<file path="config.mk">
export PLATFORM = sky130hd
export DESIGN_NAME = counter_sched_flat
export DESIGN_NICKNAME = d
export VERILOG_FILES = /design/src/rtl/counter_sched_if.sv /design/src/rtl/counter_sched.sv /design/src/flat_wrapper.sv
export SDC_FILE = /design/constraint.sdc
export NUM_CORES = 1
export LEC_CHECK = 0
export CORE_AREA = 10 10 53 55
export DETAILED_ROUTE_END_ITERATION = 7
export DIE_AREA = 0 0 63 65
export HOLD_SLACK_MARGIN = 0.02
export PLACE_DENSITY = 0.72
export SYNTH_ARGS = -nofsm -noshare
export SYNTH_HDL_FRONTEND = slang
export SYNTH_SLANG_ARGS = --single-unit
</file>
<file path="constraint.sdc">
create_clock -name clk -period 1.7 [get_ports clk]
set_clock_uncertainty 0.2 [all_clocks]
set_input_delay 0.17 -clock clk [delete_from_list [all_inputs] [get_ports clk]]
set_output_delay 0.17 -clock clk [all_outputs]
set_load 0.02 [all_outputs]
</file>
<file path="src/rtl/counter_sched_if.sv">
// +----------------------------------------------------------------------------+
// | counter_sched_if : request/terminal-count inputs and grant/count outputs   |
// | of the shared-counter scheduler.                                           |
// | Revision: 1.0                                                              |
// +----------------------------------------------------------------------------+
`default_nettype none

interface counter_sched_if #(
  parameter int WIDTH = 4
);
  logic [1:0]       req;
  logic [WIDTH-1:0] tc0;
  logic [WIDTH-1:0] tc1;
  logic [1:0]       grant;
  logic             busy;
  logic [WIDTH-1:0] count;
  logic [1:0]       done;

  modport master (
    output req, tc0, tc1,
    input  grant, busy, count, done
  );

  modport slave (
    input  req, tc0, tc1,
    output grant, busy, count, done
  );
endinterface

`default_nettype wire

</file>
<file path="src/rtl/counter_sched.sv">
// +----------------------------------------------------------------------------+
// | counter_sched : round-robin arbiter for two requesters sharing one counter |
// | that runs from 0 up to the granted requester's terminal count.             |
// | Revision: 1.0                                                              |
// +----------------------------------------------------------------------------+
`default_nettype none

module counter_sched #(
  parameter int WIDTH = 4
) (
  input  logic            clk,
  input  logic            rst,
  counter_sched_if.slave  bus
);

  localparam logic [WIDTH-1:0] c_one = {{(WIDTH-1){1'b0}}, 1'b1};

  typedef enum logic [1:0] {
    IDLE = 2'd0,
    RUN  = 2'd1,
    DONE = 2'd2
  } state_t;

  state_t           r_state;
  state_t           w_state_nxt;
  logic [WIDTH-1:0] r_count;
  logic [WIDTH-1:0] w_count_nxt;
  logic [WIDTH-1:0] r_tc_lat;
  logic [WIDTH-1:0] w_tc_lat_nxt;
  logic             r_owner;
  logic             w_owner_nxt;
  logic             r_last_owner;
  logic             w_last_owner_nxt;
  logic             w_winner;
  logic [1:0]       w_owner_onehot;
  logic [1:0]       w_grant;
  logic [1:0]       w_done;

  // Reset value of last_owner = 1 makes requester 0 win the first contention.
  always_ff @(posedge clk or negedge rst) begin
    if (!rst) begin
      r_state      <= IDLE;
      r_count      <= '0;
      r_tc_lat     <= '0;
      r_owner      <= 1'b0;
      r_last_owner <= 1'b1;
    end else begin
      r_state      <= w_state_nxt;
      r_count      <= w_count_nxt;
      r_tc_lat     <= w_tc_lat_nxt;
      r_owner      <= w_owner_nxt;
      r_last_owner <= w_last_owner_nxt;
    end
  end

  assign w_winner = (bus.req == 2'b11) ? ~r_last_owner : bus.req[1];

  always_comb begin
    w_state_nxt      = r_state;
    w_count_nxt      = r_count;
    w_tc_lat_nxt     = r_tc_lat;
    w_owner_nxt      = r_owner;
    w_last_owner_nxt = r_last_owner;
    case (r_state)
      IDLE: begin
        if (|bus.req) begin
          w_state_nxt  = RUN;
          w_owner_nxt  = w_winner;
          w_count_nxt  = '0;
          w_tc_lat_nxt = w_winner ? bus.tc1 : bus.tc0;
        end
      end
      RUN: begin
        // Terminal count reached: hold the count, so it can never wrap.
        if (r_count == r_tc_lat) begin
          w_state_nxt = DONE;
        end else begin
          w_count_nxt = r_count + c_one;
        end
      end
      DONE: begin
        w_state_nxt      = IDLE;
        w_last_owner_nxt = r_owner;
      end
      default: begin
        w_state_nxt = IDLE;
      end
    endcase
  end

  assign w_owner_onehot = r_owner ? 2'b10 : 2'b01;
  assign w_grant = ((r_state == RUN) || (r_state == DONE)) ? w_owner_onehot : 2'b00;
  assign w_done  = (r_state == DONE) ? w_owner_onehot : 2'b00;

  assign bus.grant = w_grant;
  assign bus.busy  = |w_grant;
  assign bus.count = r_count;
  assign bus.done  = w_done;

endmodule

`default_nettype wire
</file>
<file path="src/flat_wrapper.sv">
// flat-port wrapper written by rule: the top's interface ports become plain ports
module counter_sched_flat 
#(
  parameter int WIDTH = 4
)
  (clk, rst, bus_req, bus_tc0, bus_tc1, bus_grant, bus_busy, bus_count, bus_done);
  counter_sched_if #(.WIDTH(WIDTH)) bus_i ();
  input  logic clk;
  input  logic rst;
  input wire logic [$bits(bus_i.req)-1:0] bus_req;
  input wire logic [$bits(bus_i.tc0)-1:0] bus_tc0;
  input wire logic [$bits(bus_i.tc1)-1:0] bus_tc1;
  output wire logic [$bits(bus_i.grant)-1:0] bus_grant;
  output wire logic [$bits(bus_i.busy)-1:0] bus_busy;
  output wire logic [$bits(bus_i.count)-1:0] bus_count;
  output wire logic [$bits(bus_i.done)-1:0] bus_done;
  assign bus_i.req = bus_req;
  assign bus_i.tc0 = bus_tc0;
  assign bus_i.tc1 = bus_tc1;
  assign bus_grant = bus_i.grant;
  assign bus_busy = bus_i.busy;
  assign bus_count = bus_i.count;
  assign bus_done = bus_i.done;
  counter_sched #(.WIDTH(WIDTH)) u_core (.clk(clk), .rst(rst), .bus(bus_i));
endmodule
</file>
==> Yosys cells after proc, flatten, opt, wreduce, memory -nomap -nowiden <==
Cells that the tools add are included.
{ "word_totals": {"ff_bits": 12, "input_bits": 12, "output_inout_bits": 9, "word_cells": 33} }
{ "classes": {"n_addsub": 1, "eq_ne": 7, "mux": 11, "n_bitwise": 1, "reduce_logical": 8} }
{ "ops": {"columns": ["operator", "n"], "rows": [
  ["$mux 4", 3],
  ["$mux 2", 5],
  ["$pmux 4 s2", 1],
  ["$add 4x1->4 const B", 1],
  ["$eq 2x2->1 const B", 2],
  ["$eq 4x4->1", 1],
  ["$ne 2x1->1 const B", 2],
  ["$pmux 2 s2", 1],
  ["$reduce_and 2->1", 2],
  ["$reduce_or 2->1", 2],
  ["$reduce_and 3->1", 1],
  ["$eq 2x1->1 const B", 1],
  ["$logic_not 2->1", 1],
  ["$ne 2x2->1 const B", 1],
  ["$reduce_bool 2->1", 1],
  ["$logic_or 1x1->1", 1],
  ["$mux 1", 1],
  ["$not 1->1", 1]
]} }

==> Logic depth before layout (Yosys ltp) <==
{ "depth": {"ltp_word": 4, "ltp_mapped": 6, "mapped_depth_nobuf": 6} }

==> Worst setup path before layout <==
OpenSTA, ideal clock, no wires.
{ "synth_timing": {"path_kind": "reg-to-reg", "start": "register u_core.r_state[0]", "end": "register u_core.r_count[0], in the netlist u_core.bus.count[0]", "setup_time_ps": 121, "arrival_time_ps": 1427, "required_ps": 1379, "setup_slack_ps": -48, "path_stages_with_launch": 7, "n_path_buf": 0, "period_less_slack_ps": 1748, "path_cell_list": "dfrtp_1 > inv_1 > ha_1 > nor3b_2 > nor2_1 > mux2_2 > a22o_1"} }
{ "synth_between": {"elab_chain_len": 3, "word_cells_on_any_way": 7, "classes_between": "eq/ne (3); mux (1); reduce/logical (3)"} }
{ "synth_lines": {"columns": ["item", "line_no", "text"], "rows": [
  ["start: declaration", "counter_sched.sv:24", "state_t r_state;"],
  ["start signal: assignment", "counter_sched.sv:48", "r_state <= w_state_nxt;"],
  ["$eq 2x1->1 / $logic_not 2->1 (equally long branches)", "counter_sched.sv:64", "case (r_state)"],
  ["$ne 2x2->1 (no line), or another cell as far along", null, null],
  ["$reduce_and 3->1 (no line)", null, null],
  ["end signal: assignment", "counter_sched.sv:49", "r_count <= w_count_nxt;"],
  ["end: declaration", "counter_sched.sv:26", "logic [WIDTH-1:0] r_count;"]
]} }
Several ways; a longest one is shown, not always the timed one.
A chain may end at the register's enable or synchronous reset.

==> Final worst setup path <==
Same ends and word-level chain as after synthesis.

==> results.yml <==
outcome:
  status: "complete, no violations"
cells_and_area:
  areaGrowthSynthToFinish_pct: 54.9
  antenna-diode-count: 0
  design.final.nets: 122
  finalCoreUtilization_pct: 59.5
  final_standard_cell_area_without_fillers_mm2: 0.00111
  layout-drive-gt1-share_pct: 37.1
  fin_cells: 132
  fill_cells: 164
sta:
  max_clock_freq_mhz: 599
  fin_tns_setup_ns: 0
  worst_pin_slew_ns: 0.339
  timing.final.crit_period_ns: 1.67
  timing_max_transition_violations_final: 0
  timing.final.ws_setup_ns: 0.0313
  tcrit_tclk_final_pct: 98.2
  max-slew-margin-rel_pct: 77.3
  final_hold_viol_count: 0
  rsz0062_at_grt: "yes"
  final-setup-viol-count: 0
routing:
  detail_route.first_pass.iterations: 4
  vias_per_cell: 4.84
  route.vias.total: 639
  antenna_violating_nets_left: 0
  post-route-drc-count: 0
  post_drt_wl_per_cell_um: 14.0
  wl_um: 1850
  drtIter0Drc: 7
logic_synthesis:
  ys_seq_elements: 12
  netlist-cell-type-count: 24
  syn_area_um2: 716
  yosysSeqAreaShare_pct: 42.1
  cells_after_synthesis: 69
  netlist.area_leader.share_pct: 38.5
  yosys.area.top_type: "sky130_fd_sc_hd__dfrtp_1"
  postSynthAreaPerCell_um2: 10.4
  ys_top_cells_by_area: "sky130_fd_sc_hd__dfrtp_1 38%, sky130_fd_sc_hd__mux2i_1 11%, sky130_fd_sc_hd__ha_1 7.0%"
  synth.net_count: 85
  synth-warning-count: 0
clock_tree:
  number_of_buffers_on_the_longest_clock_path: 2
  cts_htree_levels: 1
  clkSinkCount: 12
  tritoncts: "done"
  clk_lat_worst_skew_ns: 0.29
  cts_made_buffers: 3
  cts.root.buffer_cell: "sky130_fd_sc_hd__clkbuf_4"
  clkTransAtPathRegs_ns: 0.09
global_routing:
  antenna_violations_before_repair: 0
  first_global_vias: 708
  grt_first_pass_wirelength_um: 3060
  global_route.overflow_total: 0
  track_usage_pct: 9.34
  largest_net_degree_at_the_start_of_global_routing: 13
floorplan:
  die-width_um: 63
  die_h_um: 65
  die_outline_area_mm2: 0.00410
  io_pins: 21
  initial_utilization_pct: 38.4
  fp.coreArea_mm2: 0.00186
  fp-row-count: 16
pwr:
  p_switching_uw: 714
  internal_power_mw: 1.09
  power_switching_share_pct: 39.5
  comb_power_share_pct: 58.3
  seq_power_share_pct: 28.2
  vdd_ir_drop_max_uv: 908
  p_leak_nw: 0.515
  share_clk_of_total_power_pct: 13.6
  p_per_area_mw_per_mm2: 1630
critical_path:
  critical_path_required_ns: 1.68
  worstSetupPathType: "reg -> reg"
  r2r.worst_path.cells: 6
  critPathLaunchType: "flop"
  crit_path_max_fanout: 3
  cp-end-kind: "flop"
  cp_data_arrival_time_ns: 1.65
placed_design:
  port_buffers: 20
  place_hpwl_um: 1460
  placedCellCount: 125
  placed_area_mm2: 0.00104
  place_worst_setup_slack_ns: -0.143
  finalWeightedCongestion: 0.738
worst_hold_path:
  hold_path.class: "reg -> reg"
  instance_count_along_the_most_critical_hold_path: 2
job:
  drv_cap: 0
==> repair_timing <==
item	CTS	global route
setup endpoints to repair	11	3
buffers inserted	2	0
pin swaps	0	3
hold buffers	1	0
gates resized for setup	26	5
gates cloned	0	0
endpoints found under the hold margin	11	0
==> metal layers <==
metal,routed length [um],vias to the layer above,track usage (%)
met3,92,9,2.58
li1,-,312,-
met2,987,20,18.3
met1,718,298,8.53
met4,55,0,5.03
met5,0,-,0
==> kinds of logic (layout without fill, tap and decap cells) <==
| logic type | Yosys count | in the layout | synth area share, % |
|---|---|---|---|
| AO/OA/AOI/OAI | 17 | 17 | 15.4 |
| AND/OR/NAND/NOR | 17 | 17 | 13.6 |
| flip-flops | 12 | 12 | 42.1 |
| multiplexers | 10 | 10 | 14.3 |
| buffers and inverters | 5 | 41 | 2.62 |
| adder cells (fa/ha/maj) | 4 | 4 | 6.99 |
| XOR/XNOR | 4 | 4 | 4.89 |
==> sequential cells by signal, indices dropped and copies added, names as in the netlist <==
signal,flops
u_core.bus.count,4
u_core.r_last_owner,1
u_core.r_owner,1
u_core.r_state,2
u_core.r_tc_lat,4
==> metrics by stage <==
stage          power, mW  hold WS [ns]
6_report            1.81         0.311
3_5_place_dp        1.55         0.289
4_1_cts             1.79         0.318
3_3_place_gp        1.52         0.284
5_1_grt             1.95         0.352
2_1_floorplan       1.12        -0.326
==> layout make-up <==
type | instances | area (um^2) | share of cell area [%]
sequential | 12 | 304 | 27.4
tap | 27 | 33.8 | 3.05
clock buffer | 4 | 36.3 | 3.27
multi-input combinational | 52 | 429 | 38.7
timing repair buffer | 35 | 298 | 26.9
inverter | 2 | 7.51 | 0.677
==> placed cells by master (no fill, tap or decap), types with 2 or more instances in the layout <==
cell / n
sky130_fd_sc_hd__buf_4: 14
sky130_fd_sc_hd__clkdlybuf4s50_1: 11
sky130_fd_sc_hd__o21ai_0: 9
sky130_fd_sc_hd__dfrtp_1: 9
sky130_fd_sc_hd__mux2i_1: 8
sky130_fd_sc_hd__nand2_1: 7
sky130_fd_sc_hd__xnor2_1: 4
sky130_fd_sc_hd__dlygate4sd2_1: 4
sky130_fd_sc_hd__clkbuf_4: 3
sky130_fd_sc_hd__buf_2: 3
sky130_fd_sc_hd__inv_2: 2
sky130_fd_sc_hd__nor2b_2: 2
sky130_fd_sc_hd__and2_1: 2
sky130_fd_sc_hd__a22o_1: 2
sky130_fd_sc_hd__ha_1: 2
sky130_fd_sc_hd__dfrtp_2: 2
==> Yosys cell counts <==
| library cell | instances |
|---|---|
| sky130_fd_sc_hd__inv_1 | 2 |
| sky130_fd_sc_hd__o21ai_0 | 9 |
| sky130_fd_sc_hd__nor2b_1 | 3 |
| sky130_fd_sc_hd__nand3_1 | 1 |
| sky130_fd_sc_hd__o21a_1 | 1 |
| sky130_fd_sc_hd__a21boi_2 | 1 |
| sky130_fd_sc_hd__a22o_1 | 2 |
| sky130_fd_sc_hd__dfrtp_1 | 11 |
| sky130_fd_sc_hd__o211ai_1 | 1 |
| sky130_fd_sc_hd__xnor2_1 | 4 |
| sky130_fd_sc_hd__nor2_1 | 1 |
| sky130_fd_sc_hd__and2_1 | 2 |
| sky130_fd_sc_hd__nand2_1 | 7 |
| sky130_fd_sc_hd__ha_1 | 4 |
| sky130_fd_sc_hd__nor3b_2 | 1 |
| sky130_fd_sc_hd__nand4_2 | 1 |
| sky130_fd_sc_hd__a21oi_1 | 1 |
| sky130_fd_sc_hd__o21bai_1 | 1 |
| sky130_fd_sc_hd__mux2_2 | 2 |
| sky130_fd_sc_hd__a21o_2 | 1 |
| sky130_fd_sc_hd__nand4_1 | 1 |
| sky130_fd_sc_hd__clkbuf_1 | 3 |
| sky130_fd_sc_hd__dfstp_2 | 1 |
| sky130_fd_sc_hd__mux2i_1 | 8 |
==> power groups by stage <==
| stage | combinational, mW | clock [mW] | sequential, mW |
|---|---|---|---|
| global placement | 1.01 | 0 | 0.511 |
| floorplan | 0.567 | 0 | 0.550 |
| finish | 1.05 | 0.245 | 0.509 |
| CTS | 1.04 | 0.246 | 0.509 |
| detailed placement | 1.03 | 0 | 0.516 |
| global route | 1.17 | 0.254 | 0.524 |
==> critical path, cell delays in order, from the launching register on <==
cell and delay (ns):
sky130_fd_sc_hd__dfrtp_1 0.39, sky130_fd_sc_hd__inv_2 0.09, sky130_fd_sc_hd__ha_4 0.14, sky130_fd_sc_hd__nor3b_4 0.20, sky130_fd_sc_hd__nor2_1 0.08, sky130_fd_sc_hd__mux2_4 0.25
sky130_fd_sc_hd__a22o_1 0.21
==> worst paths after layout <==
path	endpoint	slack (ns)	start
worst max-delay path	u_core.bus.count[0]	0.03	u_core.r_state[0]
worst min-delay path	u_core.r_tc_lat[1]	0.31	u_core.r_tc_lat[1]
worst max register to register	u_core.bus.count[0]	0.03	u_core.r_state[0]
worst min register to register	u_core.r_tc_lat[1]	0.31	u_core.r_tc_lat[1]
max in group asynchronous	u_core.r_last_owner	0.54	rst
min in group asynchronous	u_core.bus.count[0]	0.52	rst
No activity file was read; power rests on OpenSTA's default activity.
==> RTL edit 1 (config.mk and constraints unchanged) <==
Make the reset (`rst`) synchronous in one clocked block.
--- a/src/rtl/counter_sched.sv
+++ b/src/rtl/counter_sched.sv
@@ -37,7 +37,7 @@
   logic [1:0]       w_done;
 
   // Reset value of last_owner = 1 makes requester 0 win the first contention.
-  always_ff @(posedge clk or negedge rst) begin
+  always_ff @(posedge clk) begin
     if (!rst) begin
       r_state      <= IDLE;
       r_count      <= '0;
Formal check against the unedited RTL: differs if rst is asserted again (counterexample within 4 cycles, from zero or initial values and one cycle with rst low); with rst held inactive, the same outputs for 10 cycles.
==> RTL edit 1 against the unedited design <==
  * Total power fell by 17%
  * Highest routed layer unchanged
  * Final area grew 4.4%
  * Largest power group unchanged
  * Core utilization rose by 2.6 points
  * Synthesized area shrank 0.52%
  * Sequential power down 22%
  * Sequential cell count stayed put
  * Routed wire length fell by 0.76%
  * Setup slack got worse by 0.022 ns
==> RTL edit 1: results (changes against the unedited design) <==
metric	value	unit	change
Net Count, Synth	95		+12%
Worst EP arrival	1.67	ns	+0.02 ns
worst r2r dst	u_core.bus.count[3]		
most frequent cells after synthesis	dfxtp_1 (12), nor2_1 (6), a21oi_1 (5), mux2i_1 (5)		
Area contributors post-synth	dfxtp_1 (34%), ha_1 (7.0%), mux2i_1 (7.0%)		
met3 WL	90	um	-2.2%
first-pass GRT wire length	3.02	mm	-1.3%
Comb pwr share	62.0	%	+3.7 points
DRT iter0 DRCs	18		+11
routing usage on met3	3.09	%	+0.52 points
met2 Use GR	15.1	%	-3.2 points
worst skew pair latency	0.27	ns	-0.02 ns
FFs w/ async S/R, synth	0	%	-100 points
layout cells sized above 1	37.5	%	+0.36 points
register area share after synthesis	33.7	%	-8.4 points
count of cell types in the netlist	36		+50%
portion of netlist area occupied by mux cells	7.03	%	-7.3 points
placed cell count	142		+14%
Max VDD drop	0.905	mV	-0.31%
flop2flop setup slack	0.01	ns	-0.02 ns
diodes inserted	0		unchanged
status	complete, no violations		
Worst Max-Slew Pin Slew	0.318	ns	-0.0211 ns
routed wire length	1.84	mm	-0.76%
R2R depth	6		unchanged
Warnings, synthesis	0		unchanged
global placer's final weighted congestion	0.724		-1.9%
antenna violations before repair	0		unchanged
Min-Delay Path Depth	1		-1
Most used DFF post-synth	dfxtp_1		
largest net degree at the start of global routing	11		-2
Worst Path Max Fanout	6		+3
critical hold path startpoint	u_core.r_last_owner		
Hold EP	u_core.r_last_owner		
RR Startpoint	u_core.r_state[0]		
Hold Path Class	flop to flop		
adder and majority cell fraction of the synthesized area	7.03	%	+0.037 points
Synth Area in Compound Gates	21.4	%	+6.1 points
vias per cell	4.97		+2.6%
clock-pin slew on the worst setup and hold paths	0.07	ns	-0.02 ns
dpl hpwl	1.47	mm	+0.61%
count of input and output buffers	20		unchanged
first-pass detailed-route iteration total	4		unchanged
final cell count without fillers	147		+11%
Final setup viols	0		unchanged
placed inst area	1080	um^2	+3.7%
Slowest cell on crit path	or3b_4		
gr usage total	8.89	%	-0.45 points
sequential power share	26.5	%	-1.7 points
internal cell power	0.909	mW	-17%
vias in the first global route	694		-2.0%
Synth Instances	79		+14%
hold slack	0.302	ns	-0.00896 ns
GR Util met1	9.73	%	+1.2 points
Synth Area in XOR/XNOR	4.92	%	+0.026 points
met2 wire len	891	um	-9.7%
pwr/cell area	1290	nW/um^2	-21%
M1 wire length	820	um	+14%
Leakage	0.488	nW	-5.3%
RTL edit 1: what timing repair did:
action / CTS / global route
pin swaps: 5 / 5
endpoints found under the hold margin: 0 / 0
setup endpoints to repair: 11 / 8
resized for setup: 31 / 6
setup buffers: 0 / 2
hold buffers: 0 / 0
RTL edit 1: metrics by stage:
step,setup WS (ns),util (%)
floorplan,0.00243,-
global placement,-0.118,57.9
detailed placement,-0.161,57.9
CTS,-0.0131,59.7
global route,-0.0309,62.2
finish,0.00979,62.2
RTL edit 1: area by class of cell:
class                   instances  area (um^2)  area share, %
well taps                      27         33.8           2.92
clock buffers                   3         22.5           1.95
multi-input cells              59          503           43.5
inverters                       5         18.8           1.62
repair buffers                 41          337           29.1
flip-flops and latches         12          243           21.0
RTL edit 1: worst max-delay path by stage:
stage | from | to | slack, ns | cells past startpoint
after floorplan | u_core.r_state[0] | u_core.bus.count[2] | 0.002 | 6
after global placement | bus_req[1] | u_core.bus.count[2] | -0.12 | 5
after detailed placement | bus_req[1] | u_core.bus.count[2] | -0.16 | 5
after CTS | u_core.r_state[1] | u_core.bus.count[2] | -0.01 | 6
after global routing | u_core.r_state[0] | u_core.bus.count[3] | -0.03 | 6
final | u_core.r_state[0] | u_core.bus.count[3] | 0.01 | 6
RTL edit 1: cells by family after synthesis:
family                   after synthesis
buffers and inverters                  8
XOR/XNOR                               4
flip-flops                            12
adder cells (fa/ha/maj)                4
AO/OA/AOI/OAI                         21
AND/OR/NAND/NOR                       25
multiplexers                           5
RTL edit 1: critical path, delay by kind of cell, from the launching register on:
family	cells	cell delay, ns
simple gates	2	0.64
flops	1	0.33
compound gates	2	0.20
fa+ha+maj	1	0.14
buf+inv	1	0.07
==> RTL edit 2 (same settings) <==
Made on the original files. `WIDTH` is set to 4 in 3 places; all go to 5.
--- a/src/rtl/counter_sched_if.sv
+++ b/src/rtl/counter_sched_if.sv
@@ -6,7 +6,7 @@
 `default_nettype none
 
 interface counter_sched_if #(
-  parameter int WIDTH = 4
+  parameter int WIDTH = 5
 );
   logic [1:0]       req;
   logic [WIDTH-1:0] tc0;
--- a/src/rtl/counter_sched.sv
+++ b/src/rtl/counter_sched.sv
@@ -6,7 +6,7 @@
 `default_nettype none
 
 module counter_sched #(
-  parameter int WIDTH = 4
+  parameter int WIDTH = 5
 ) (
   input  logic            clk,
   input  logic            rst,
--- a/src/flat_wrapper.sv
+++ b/src/flat_wrapper.sv
@@ -1,7 +1,7 @@
 // flat-port wrapper written by rule: the top's interface ports become plain ports
 module counter_sched_flat 
 #(
-  parameter int WIDTH = 4
+  parameter int WIDTH = 5
 )
   (clk, rst, bus_req, bus_tc0, bus_tc1, bus_grant, bus_busy, bus_count, bus_done);
   counter_sched_if #(.WIDTH(WIDTH)) bus_i ();
Ports: changed (resized bus_count, bus_tc0 and bus_tc1); port bits go from 21 to 24. No check against the original RTL was run, so the function may have changed too.
==> RTL edit 2 against the unedited design <==
  * The run now ends with setup timing left
  * Combinational power increased by 41%
  * Core utilization increased by 16 points
  * Total power increased by 29%
  * Maximum frequency decreased by 5.7%
  * Routed wire length increased by 14%
  * Final area increased by 27%
  * Synthesized cell count increased by 25%
  * Sequential cell count increased by 2
  * Sequential power increased by 19%
  * Synthesized area increased by 22%
  * Setup slack got worse by 0.10 ns
  * Non-clock buffer count increased by 12
==> RTL edit 2: results (changes against the unedited design) <==
metric	value	unit	change
RR Startpoint	u_core.r_tc_lat[0]		
Buffers, non-clock	47		+34%
Net Count, Synth	105		+24%
final setup margin	-0.0686	ns	-0.0999 ns
Logic power comb	1.48	mW	+41%
Net Sw Frac	40.8	%	+1.3 points
Syn Area/Cell	10.2	um^2	-2.0%
Setup Fix Bufs, Post-CTS	0		-2
Max VDD drop	0.923	mV	+1.7%
portion of netlist area occupied by mux cells	10.0	%	-4.3 points
CP peak stage delay	0.41	ns	+0.02 ns
fin util	75.5	%	+16 points
placed cell count	154		+23%
Post-CTS Resized	33		+27%
Leakage	0.675	nW	+31%
most frequent cells after synthesis	dfrtp_1 (13), nand2_1 (9), o21ai_0 (7)		
DRT iter0 DRCs	15		+8
first-pass GRT wire length	3.71	mm	+21%
fraction of area in multi-input gates	39.5	%	+0.82 points
sequential power share	26.0	%	-2.2 points
final cell count without fillers	159		+20%
count of cell types in the netlist	32		+33%
Worst Path Max Fanout	4		+1
adder and majority cell fraction of the synthesized area	7.15	%	+0.16 points
register area share after synthesis	40.2	%	-1.9 points
status	finished, violations left		
register bit total from synthesis	14		+2
largest net degree at the start of global routing	15		+2
count of input and output buffers	23		+15%
Multi-In Gates	65		+25%
Layout clock area frac	2.58	%	-0.69 points
failing checks	setup timing		
global placer's final weighted congestion	0.903		+22%
Reg area	355	um^2	+17%
routed wire length	2.11	mm	+14%
vias in the first global route	829		+17%
Area contributors post-synth	dfrtp_1 (37%), ha_1 (7.2%), mux2i_1 (5.7%)		
Final setup viols	4		+4
placed inst area	1330	um^2	+28%
gr usage total	10.8	%	+1.4 points
Non-clock buffer share	29.7	%	+2.8 points
hold slack	0.309	ns	-0.00140 ns
## RTL edit 2: cells by family after synthesis
group / count (synthesis)
AOI/OAI and AO/OA: 21
buffers and inverters: 7
DFF: 14
muxes: 8
xor gates and xnor gates: 5
and+or+nand+nor: 26
adders and majority gates: 5
## RTL edit 2: metal layers
layer | wire (um) | GRT usage [%]
met3 | 108 | 3.78
met4 | 0 | 1.68
met2 | 1070 | 19.2
met5 | 0 | 0
met1 | 930 | 12.4
## RTL edit 2: worst min-delay path by stage
| stage | to | start | cells after the start |
|---|---|---|---|
| global route | u_core.r_tc_lat[3] | bus_tc0[3] | 3 |
| global placement | u_core.r_tc_lat[4] | u_core.r_tc_lat[4] | 2 |
| finish | u_core.r_tc_lat[4] | u_core.r_tc_lat[4] | 2 |
| detailed placement | u_core.r_state[0] | rst | 2 |
| CTS | u_core.r_tc_lat[4] | bus_tc0[4] | 3 |
| floorplan | u_core.bus.count[0] | rst | 0 |
